--- config.mk ---
export PLATFORM = sky130hd
export DESIGN_NAME = ifu_flat
export DESIGN_NICKNAME = d
export VERILOG_FILES = /design/src/rtl/ifu_pkg.sv /design/src/rtl/ifu_if.sv /design/src/rtl/ifu_npc.sv /design/src/rtl/ifu.sv /design/src/flat_wrapper.sv
export SDC_FILE = /design/constraint.sdc
export NUM_CORES = 1
export LEC_CHECK = 0
export BUFFER_PORTS_ARGS = -buffer_cell sky130_fd_sc_hd__buf_2
export CORE_ASPECT_RATIO = 1.1
export CORE_MARGIN = 5
export CORE_UTILIZATION = 35
export CTS_BUF_LIST = sky130_fd_sc_hd__clkbuf_4 sky130_fd_sc_hd__clkbuf_8
export CTS_CLUSTER_DIAMETER = 150
export DETAILED_ROUTE_END_ITERATION = 12
export PLACE_DENSITY = 0.64
export SYNTH_ARGS = -nofsm -noshare
export SYNTH_HDL_FRONTEND = slang
export SYNTH_SLANG_ARGS = --single-unit
--- constraint.sdc ---
create_clock -name clk -period 4.16 [get_ports clk]
set_input_delay 0.624 -clock clk [delete_from_list [all_inputs] [get_ports clk]]
set_output_delay 0.624 -clock clk [all_outputs]
set_load 0.005 [all_outputs]
--- src/rtl/ifu_pkg.sv ---
// +----------------------------------------------------------------------------+
// | ifu_pkg: shared next-PC select codes and constants for the fetch unit.      |
// | Rev 1.0                                                                     |
// +----------------------------------------------------------------------------+
`default_nettype none

package ifu_pkg;

   // PCSrc encodings shared with the control decoder (ALU_*/EXT_* live alongside)
   localparam logic [1:0] NPC_PLUS4  = 2'd0;
   localparam logic [1:0] NPC_BRANCH = 2'd1;
   localparam logic [1:0] NPC_JUMP   = 2'd2;
   localparam logic [1:0] NPC_JR     = 2'd3;

   localparam logic [31:0] IFU_RESET_PC = 32'h0000_3000;
   localparam logic [31:0] WORD_BYTES   = 32'd4;

endpackage

`default_nettype wire

--- src/rtl/ifu_if.sv ---
// +----------------------------------------------------------------------------+
// | ifu_if: instruction-memory valid/ready request and read-data channel.       |
// | Rev 1.0                                                                     |
// +----------------------------------------------------------------------------+
`default_nettype none

interface ifu_if;
   logic        req;
   logic [31:0] addr;
   logic        ready;
   logic        rvalid;
   logic [31:0] rdata;

   modport master (output req, output addr, input ready, input rvalid, input rdata);
   modport slave  (input req, input addr, output ready, output rvalid, output rdata);
endinterface

`default_nettype wire

--- src/rtl/ifu_npc.sv ---
// +----------------------------------------------------------------------------+
// | ifu_npc: combinational next-PC calculator (PC+4, branch, jump, jr).         |
// | Rev 1.0                                                                     |
// +----------------------------------------------------------------------------+
`default_nettype none

module ifu_npc
   import ifu_pkg::*;
(
   input  logic [31:0] pc,
   input  logic [1:0]  pc_src,
   input  logic        zero,
   input  logic [31:0] imm32,
   input  logic [25:0] instr_index,
   input  logic [31:0] reg_rs,
   output logic [31:0] npc
);

   logic [31:0] w_pc_plus4;

   assign w_pc_plus4 = pc + WORD_BYTES;

   always_comb begin
      npc = w_pc_plus4;
      case (pc_src)
         NPC_BRANCH: if (zero) npc = w_pc_plus4 + (imm32 << 2);
         NPC_JUMP:   npc = {w_pc_plus4[31:28], instr_index, 2'b00};
         NPC_JR:     npc = reg_rs;
         default:    npc = w_pc_plus4;
      endcase
   end

endmodule

`default_nettype wire

--- src/rtl/ifu.sv ---
// +----------------------------------------------------------------------------+
// | ifu: instruction fetch unit - PC owner, imem handshake, next-PC update.     |
// | Optional macro IFU_ALIGN_CHECK_EN traps misaligned targets into ERR.        |
// | Rev 1.0                                                                     |
// +----------------------------------------------------------------------------+
`default_nettype none

module ifu
   import ifu_pkg::*;
#(
   parameter logic [31:0] RESET_PC = IFU_RESET_PC
)(
   input  logic        clk,
   input  logic        rst,
   ifu_if.master       imem,
   input  logic        stall,
   input  logic [1:0]  PCSrc,
   input  logic        Zero,
   input  logic [31:0] Imm32,
   input  logic [31:0] RegRs,
   output logic [31:0] Instr,
   output logic        instr_valid,
   output logic [31:0] PC,
   output logic [31:0] PC_plus4,
   output logic        fetch_err
);

   localparam logic [1:0] S_REQ  = 2'd0;
   localparam logic [1:0] S_WAIT = 2'd1;
   localparam logic [1:0] S_HOLD = 2'd2;
`ifdef IFU_ALIGN_CHECK_EN
   localparam logic [1:0] S_ERR  = 2'd3;
`endif

   logic [1:0]  r_state;
   logic [31:0] r_pc;
   logic [31:0] r_instr;
   logic [31:0] w_npc;
   logic [31:0] w_pc_load;
   logic [1:0]  w_retire_state;

   ifu_npc u_npc (
      .pc          (r_pc),
      .pc_src      (PCSrc),
      .zero        (Zero),
      .imm32       (Imm32),
      .instr_index (r_instr[25:0]),
      .reg_rs      (RegRs),
      .npc         (w_npc)
   );

`ifdef IFU_ALIGN_CHECK_EN
   // Misaligned target is still loaded so the faulting address is visible on PC
   assign w_pc_load      = w_npc;
   assign w_retire_state = (w_npc[1:0] != 2'b00) ? S_ERR : S_REQ;
   assign fetch_err      = (r_state == S_ERR);
`else
   assign w_pc_load      = w_npc & ~32'd3;
   assign w_retire_state = S_REQ;
   assign fetch_err      = 1'b0;
`endif

   always_ff @(posedge clk) begin
      if (rst) begin
         r_state <= S_REQ;
         r_pc    <= RESET_PC;
         r_instr <= '0;
      end else begin
         case (r_state)
            S_REQ:  if (imem.ready) r_state <= S_WAIT;
            S_WAIT: if (imem.rvalid) begin
                       r_instr <= imem.rdata;
                       r_state <= S_HOLD;
                    end
            S_HOLD: if (!stall) begin
                       r_pc    <= w_pc_load;
                       r_state <= w_retire_state;
                    end
            default: r_state <= r_state;
         endcase
      end
   end

   // Request and valid are masked during the reset cycle itself
   assign imem.req    = (r_state == S_REQ) && !rst;
   assign imem.addr   = r_pc;
   assign instr_valid = (r_state == S_HOLD) && !rst;
   assign Instr       = r_instr;
   assign PC          = r_pc;
   assign PC_plus4    = r_pc + WORD_BYTES;

endmodule

`default_nettype wire

--- src/flat_wrapper.sv ---
// flat-port wrapper written by rule: the top's interface ports become plain ports
module ifu_flat import ifu_pkg::*;
#(
   parameter logic [31:0] RESET_PC = IFU_RESET_PC
)
  (clk, rst, stall, PCSrc, Zero, Imm32, RegRs, Instr, instr_valid, PC, PC_plus4, fetch_err, imem_req, imem_addr, imem_ready, imem_rvalid, imem_rdata);
  ifu_if imem_i ();
  input  logic clk;
  input  logic rst;
  input  logic stall;
  input  logic [1:0] PCSrc;
  input  logic Zero;
  input  logic [31:0] Imm32;
  input  logic [31:0] RegRs;
  output logic [31:0] Instr;
  output logic instr_valid;
  output logic [31:0] PC;
  output logic [31:0] PC_plus4;
  output logic fetch_err;
  output wire logic [$bits(imem_i.req)-1:0] imem_req;
  output wire logic [$bits(imem_i.addr)-1:0] imem_addr;
  input wire logic [$bits(imem_i.ready)-1:0] imem_ready;
  input wire logic [$bits(imem_i.rvalid)-1:0] imem_rvalid;
  input wire logic [$bits(imem_i.rdata)-1:0] imem_rdata;
  assign imem_req = imem_i.req;
  assign imem_addr = imem_i.addr;
  assign imem_i.ready = imem_ready;
  assign imem_i.rvalid = imem_rvalid;
  assign imem_i.rdata = imem_rdata;
  ifu #(.RESET_PC(RESET_PC)) u_core (.clk(clk), .rst(rst), .imem(imem_i), .stall(stall), .PCSrc(PCSrc), .Zero(Zero), .Imm32(Imm32), .RegRs(RegRs), .Instr(Instr), .instr_valid(instr_valid), .PC(PC), .PC_plus4(PC_plus4), .fetch_err(fetch_err));
endmodule
==> metrics.md, run 1 <==
| Metric | Value |
|---|---|
| Status | finished, final reports clean |
| Wirelength per Cell | 18.3 um |
| Comb pwr share | 41.6% |
| Slew Limit Headroom | 26.0% |
| Setup bufs post-CTS | 0 |
| Worst Min Path Start | u_core.Instr[28] |
| # DRC | 0 |
| Die X | 133 um |
| Endpoints failing setup | 0 |
| Vias | 6554 |
| Crit Path Max Fanout | 7 |
| CORE AREA | 0.0164 mm^2 |
| Maxcap violations | 0 |
| Mapped Cells | 799 |
| Setup TNS | 0 ns |
| Yosys top cell area share | 22.0% |
| Die Y | 145 um |
| Worst-margin pin slew | 1.11 ns |
| Worst vdd ir | 283 uV |
| Layout cell share with drive strength beyond 1 | 29.8% |
| WHS | 0.451 ns |
| Setup WS post-layout | 0.229 ns |
| H-tree levels | 3 |
| Post-placement cell count | 1182 |
| Worst Path Required | 4.45 ns |
| Sink Count | 64 |
| Switching share of power | 38.9% |
| Reg2Reg Depth | 16 |
| Seq/Total Area, Yosys | 22.0% |
| Sequential share of power | 33.7% |
| Total CTS buffers | 9 |
| First-pass GRT wire length | 33800 um |
| R2r startpoint | u_core.PC[5] |
| Int Pwr | 1.42 mW |
| Hold crit path type | reg2reg |
| Register area | 0.00128 mm^2 |
| P_sw | 0.902 mW |
| Clk_skew | 0.0129 ns |
| Clock tree buffer depth | 2 |
| CTS tree | yes |
| Top_reg_cell synth | dfxtp_1 |
| Post-DRT Antenna Nets | 0 |
| Multi-input combinational cell area | 0.00403 mm^2 |
| Synth area leaders | dfxtp_1, ha_1, a21oi_1 |
| RSZ-0062 raised after global routing | false |
| DRT iter0 DRCs | 608 |
| Clk slew on worst S/H paths | 0.08 ns |
| Post-synth EDFFs | 0 |
| Syn Area/Cell | 7.29 um^2 |
| Vias per cell | 5.46 |
| Clock root cell | clkbuf_8 |
| Hpwl dp | 17400 um |
| Drt pass-1 iters | 6 |
| Rows | 49 |
| Leakage power | 3.48 nW |
| Core Util, Final | 44.1% |
| FMAX | 0.254 GHz |
| Final Hold Viols | 0 |
| Synthesis Warnings | 0 |
| GPL Wtd Cong | 0.948 |
| Synth top cells by count | nand2_1, a21oi_1, nor2_1 |
| Clock Latency Late Sink | 0.36 ns |
| Minimum clock period | 3.93 ns |
| Pin count of the biggest net entering global routing | 38 |
| Total Power | 2.32 mW |
| Worst Path Arrival | 4.22 ns |
| Slew Viols, Final | 0 |
| # fillers | 1765 |
| DP Area | 0.00698 mm^2 |
| R2r setup slk | 0.23 ns |
| Post-synthesis register bit count | 64 |
| Count leader, synth | nand2_1 |
| Asr flop ratio synth | 0% |
| All-layer global routing usage | 21.6% |
| Post-Syn Area | 0.00582 mm^2 |
| Min-Delay Path Depth | 2 |
| Layout area overhead | 24.0% |
| Crit share post-route | 94.5% |
| Initial antenna violation count | 5 |
| Reg2reg end | u_core.PC[30] |
| Distinct cells, synth | 73 |
| Vias in the first global route | 6244 |
| Total die area | 0.0193 mm^2 |
| Clock power share | 24.7% |
| Initial Utilization | 35.6% |
| WHS Endpoint | u_core.Instr[28] |
| Critical path startpoint category | flop |
| Port-buffer cells | 223 |
| Critical path capture point type | flop |
| Yosys top cell by area | dfxtp_1 |
| Finished Cell Area | 0.00722 mm^2 |
| Total Nets Final | 1134 |
| CP Class | reg2reg |
| Fin cells | 1200 |
| P per Cell Area | 321 mW/mm^2 |
| Total congestion overflow | 0 |
| # IOs | 235 |
| Wirelength, routed | 22000 um |
| Pre-CTS setup slack | 0.244 ns |
how the worst max path moves through the flow:
| stage | from | end | slack [ns] | cells after the start |
|---|---|---|---|---|
| 2_1_floorplan | u_core.PC[4] | u_core.PC[30] | 0.70 | 18 |
| 3_3_place_gp | u_core.PC[5] | u_core.PC[30] | 0.30 | 16 |
| 3_5_place_dp | u_core.PC[5] | u_core.PC[28] | 0.24 | 15 |
| 4_1_cts | u_core.PC[5] | u_core.PC[28] | 0.22 | 15 |
| 5_1_grt | u_core.PC[5] | u_core.PC[30] | 0.008 | 16 |
| 6_report | u_core.PC[5] | u_core.PC[30] | 0.23 | 16 |
critical path, cell delays in order, from the launching register on:
cell and delay (ns):
dfxtp_1 0.44, and4_2 0.38, nand3_4 0.12, nor2_1 0.21, nand2_1 0.09, xor2_1 0.23, inv_1 0.12, ha_1 0.42
a21oi_1 0.10, o21ai_1 0.18, o21bai_1 0.18, a41oi_1 0.19, a211oi_2 0.26, nor2_1 0.11, o31a_1 0.31, or4_1 0.41
o211ai_1 0.10
kinds of logic (layout without fill, tap and decap cells):
family                   after synthesis  in the layout  synth area share, %
AND/OR/NAND/NOR                      284            284                 23.1
AO/OA/AOI/OAI                        242            242                 26.5
buffers and inverters                106            295                 9.65
flip-flops                            64             64                 22.0
XOR/XNOR                              48             48                 7.22
adder cells (fa/ha/maj)               41             41                 8.94
multiplexers                          13             13                 2.54
other                                  1              9               0.0644
routing by layer:
metal  wire length [um]  track usage, %  up-vias
met4                536            7.85        6
met3               1850            4.40       39
li1                   -               -     3214
met1               9440            28.6     3008
met2              10200            34.8      287
met5                 26               0        -
registers in the layout, indices dropped and copies added, names as in the netlist:
register / cells
u_core.Instr: 32
u_core.PC: 30
u_core.r_state: 2
cell type report:
cell class | count | area share (%)
inverter | 25 | 1.30
sequential | 64 | 17.7
clock buffer | 13 | 2.30
timing repair buffer | 254 | 18.7
multi-input combinational | 635 | 55.8
antenna | 2 | 0.0693
tap | 204 | 3.53
clock inverter | 3 | 0.554
layout by cell type, fill, tap and decap left out, drive strengths merged, types with 5 or more instances in the layout:
cell	count
nor3	20
xnor2	28
buf	254
xor2	20
nand2b	9
clkbuf	13
a211oi	12
conb	7
nand4	12
inv	25
and3	6
a221oi	11
nand3	27
o21a	10
o211ai	5
nand2	116
dfxtp	64
and2	5
a21oi	91
a31oi	9
o2111ai	5
and4	7
a21o	10
o22ai	7
a211o	5
o21bai	6
ha	40
mux2i	8
o21ai	42
nor2	67
nor2b	6
repair_timing:
action                                  in CTS  in global routing
endpoints found under the setup margin       0                  4
gates resized for setup                      0                  5
hold buffers                                 0                  0
power groups by stage:
| stage | registers [mW] | clock network (mW) | logic, mW |
|---|---|---|---|
| 6_report | 0.783 | 0.573 | 0.965 |
| 5_1_grt | 0.796 | 0.610 | 1.07 |
| 4_1_cts | 0.782 | 0.583 | 0.958 |
| 3_5_place_dp | 0.795 | 0 | 0.952 |
| 3_3_place_gp | 0.794 | 0 | 0.943 |
| 2_1_floorplan | 0.783 | 0 | 0.625 |
Note: power is estimated with default switching activity, not from simulation.
==> run 2: changes to the inputs <==
CORE_UTILIZATION = 51   (was 35)
CTS_CLUSTER_SIZE = 24   (was unset)
PLACE_DENSITY = 0.87   (was 0.64)
==> run 2 against run 1 <==
Against the previous run: utilization up 18 points; largest power group unchanged; first-iteration DRC count down 0.82%; routed wire length down 9.1%; via count up 1.6%; clock power up 6.5%; largest cell class unchanged; cell count down 5.4%; die area down 29%.
==> metrics.md, run 2 (synthesis results as in run 1) <==
| Metric | Value |
|---|---|
| Status | finished, final reports clean |
| Slew Limit Headroom | 28.5% (+2.4 points) |
| RSZ-0062 raised after global routing | false |
| Critical path, cell by cell | and4_2, nand2_2, nor2_1, nand2_1, xor2_1, inv_1, ha_1, a21oi_1, o21ai_1, o21bai_1, a41oi_1, a211oi_2, nor2_1, o31a_1, or4_1, o211ai_1 |
| Top Metal Used | met4 |
| Met3 wire length | 2260 um (+22%) |
| All-layer global routing usage | 28.0% (+6.4 points) |
| Worst path buffer plus inverter count | 1 (unchanged) |
| Max FFs per register | 32 (unchanged) |
| Worst Path Arrival | 4.14 ns (-0.08 ns) |
| Clk_skew | 0.0140 ns (+0.00115 ns) |
| Post-placement cell count | 1119 (-5.3%) |
| GPL Wtd Cong | 1.02 (+7.4%) |
| Pre-CTS setup slack | 0.291 ns (+0.0471 ns) |
| DRT iter0 DRCs | 603 (-0.82%) |
| Minimum clock period | 3.87 ns (-0.0647 ns) |
| Total die area | 0.0137 mm^2 (-29%) |
| Wirelength per Cell | 17.6 um (-3.9%) |
| CP Class | reg2reg |
| Met1 WL | 8050 um (-15%) |
| Worst vdd ir | 344 uV (+22%) |
| Layout cell share with drive strength beyond 1 | 28.9% (-0.84 points) |
| R2r setup slk | 0.29 ns (+0.06 ns) |
| Setup WS post-layout | 0.294 ns (+0.0647 ns) |
| Max stage delay on crit path | 0.43 ns (about the same) |
| Wirelength, routed | 20000 um (-9.1%) |
| Vias per cell | 5.87 (+7.4%) |
| Clock Latency Late Sink | 0.37 ns (about the same) |
| Total congestion overflow | 0 (unchanged) |
| Most common cell after layout, fill and taps aside | buf_2 |
| Post-DRT Antenna Nets | 0 (unchanged) |
| FMAX | 0.259 GHz (+1.7%) |
| Crit share post-route | 92.9% (-1.6 points) |
| CTS tree | yes |
| Slowest CP cell | dfxtp_1 |
| P per Cell Area | 330 mW/mm^2 (+2.8%) |
| Vias | 6660 (+1.6%) |
| Most frequent CP cell | nor2_1 |
| Critical path capture point type | flop |
| Setup bufs post-CTS | 0 (unchanged) |
| Port-buffer cells | 223 (unchanged) |
| # IOs | 235 (unchanged) |
| Hpwl dp | 15700 um (-9.5%) |
| H-tree levels | 3 (unchanged) |
| Setup TNS | 0 ns (unchanged) |
| Post-CTS Hold Buffers | 0 (unchanged) |
| Sink Count | 64 (unchanged) |
| Die Y | 122 um (-16%) |
| Delay-heaviest family, CP | compound AO/OA/AOI/OAI gates |
| Clock tree buffer depth | 2 (unchanged) |
| Final Hold Viols | 0 (unchanged) |
| Worst Path Required | 4.44 ns (about the same) |
| # fillers | 1041 (-41%) |
| CORE AREA | 0.0113 mm^2 (-31%) |
| Maxcap violations | 0 (unchanged) |
| First-pass GRT wire length | 31100 um (-8.0%) |
| DP Area | 0.00685 mm^2 (-1.9%) |
| Total Nets Final | 1125 (-0.79%) |
| Worst-margin pin slew | 1.07 ns (-0.0335 ns) |
| Crit Path Max Fanout | 7 (unchanged) |
| Most frequent cells in the layout | buf_2, nand2_1, a21oi_1, nor2_1, dfxtp_1 |
| Hold crit path type | reg2reg |
| # DRC | 0 (unchanged) |
| Vias in the first global route | 6144 (-1.6%) |
| Drt pass-1 iters | 6 (unchanged) |
| Rows | 41 (-16%) |
| Fin cells | 1135 (-5.4%) |
| Initial antenna violation count | 0 (-5) |
| Pin count of the biggest net entering global routing | 41 (+7.9%) |
| Slew Viols, Final | 0 (unchanged) |
| Ant. Diodes | 0 (-2) |
| Die X | 112 um (-16%) |
| WL met2 | 9150 um (-10%) |
| Finished Cell Area | 0.00707 mm^2 (-2.0%) |
| Initial Utilization | 51.4% (+16 points) |
| Clock root cell | clkbuf_8 |
| Layout area overhead | 21.5% |
| Clk slew on worst S/H paths | 0.09 ns (about the same) |
| Endpoints failing setup | 0 (unchanged) |
| Total CTS buffers | 9 (unchanged) |
| Post-cts resize count | 0 (unchanged) |
| Critical path startpoint category | flop |
| Leakage power | 3.42 nW (-1.7%) |
==> run 2: cell types whose count changed in the layout (fill, tap and decap cells not counted), sizes merged <==
cell    previous run  this run
buf              254       245
clkbuf            13         9
diode              2         0
bufinv             1         2
clkinv             2         5
==> run 2: per-stage QoR <==
step	power [mW]	util, %	hold slack [ns]
final	2.34	62.4	0.456
after global routing	2.47	62.4	0.484
after CTS	2.32	62.4	0.453
after detailed placement	1.72	60.4	0.443
after global placement	1.70	60.4	0.439
after floorplan	1.41	-	0.453
==> run 2: layout make-up <==
cell class	instances	area, um^2	share of cell area (%)
tap	150	188	2.65
sequential	64	1280	18.1
multi-input combinational	635	4010	56.7
timing repair buffer	245	1280	18.1
clock buffer	9	124	1.75
clock inverter	7	96.3	1.36
inverter	25	93.8	1.33
==> run 2: worst paths after layout <==
kind                                        from          endpoint  cells after the start
worst max register to register     u_core.PC[10]     u_core.PC[30]                     16
worst min-delay path            u_core.Instr[31]  u_core.Instr[31]                      2
worst max-delay path               u_core.PC[10]     u_core.PC[30]                     16
worst min register to register  u_core.Instr[31]  u_core.Instr[31]                      2
==> run 2: metal layers <==
layer,GRT usage (%),up-vias
met5,0,-
met4,10.8,0
met3,7.55,51
met2,45.2,391
met1,35.6,3036
li1,-,3182
==> run 2: worst reg2reg max path, cell delays in order (launching register included) <==
cell and delay [ns]:
dfxtp_1 0.43, and4_2 0.33, nand2_2 0.12, nor2_1 0.20, nand2_1 0.10, xor2_1 0.23, inv_1 0.12, ha_1 0.41
a21oi_1 0.10, o21ai_1 0.18, o21bai_1 0.17, a41oi_1 0.18, a211oi_2 0.27, nor2_1 0.11, o31a_1 0.30, or4_1 0.41
o211ai_1 0.12
==> run 2: power breakdown <==
group	leakage, nW	total [mW]	switching (mW)	internal (mW)
Sequential	0.520	0.779	0.0891	0.689
Clock	0.113	0.610	0.272	0.338
Combinational	2.79	0.948	0.548	0.400
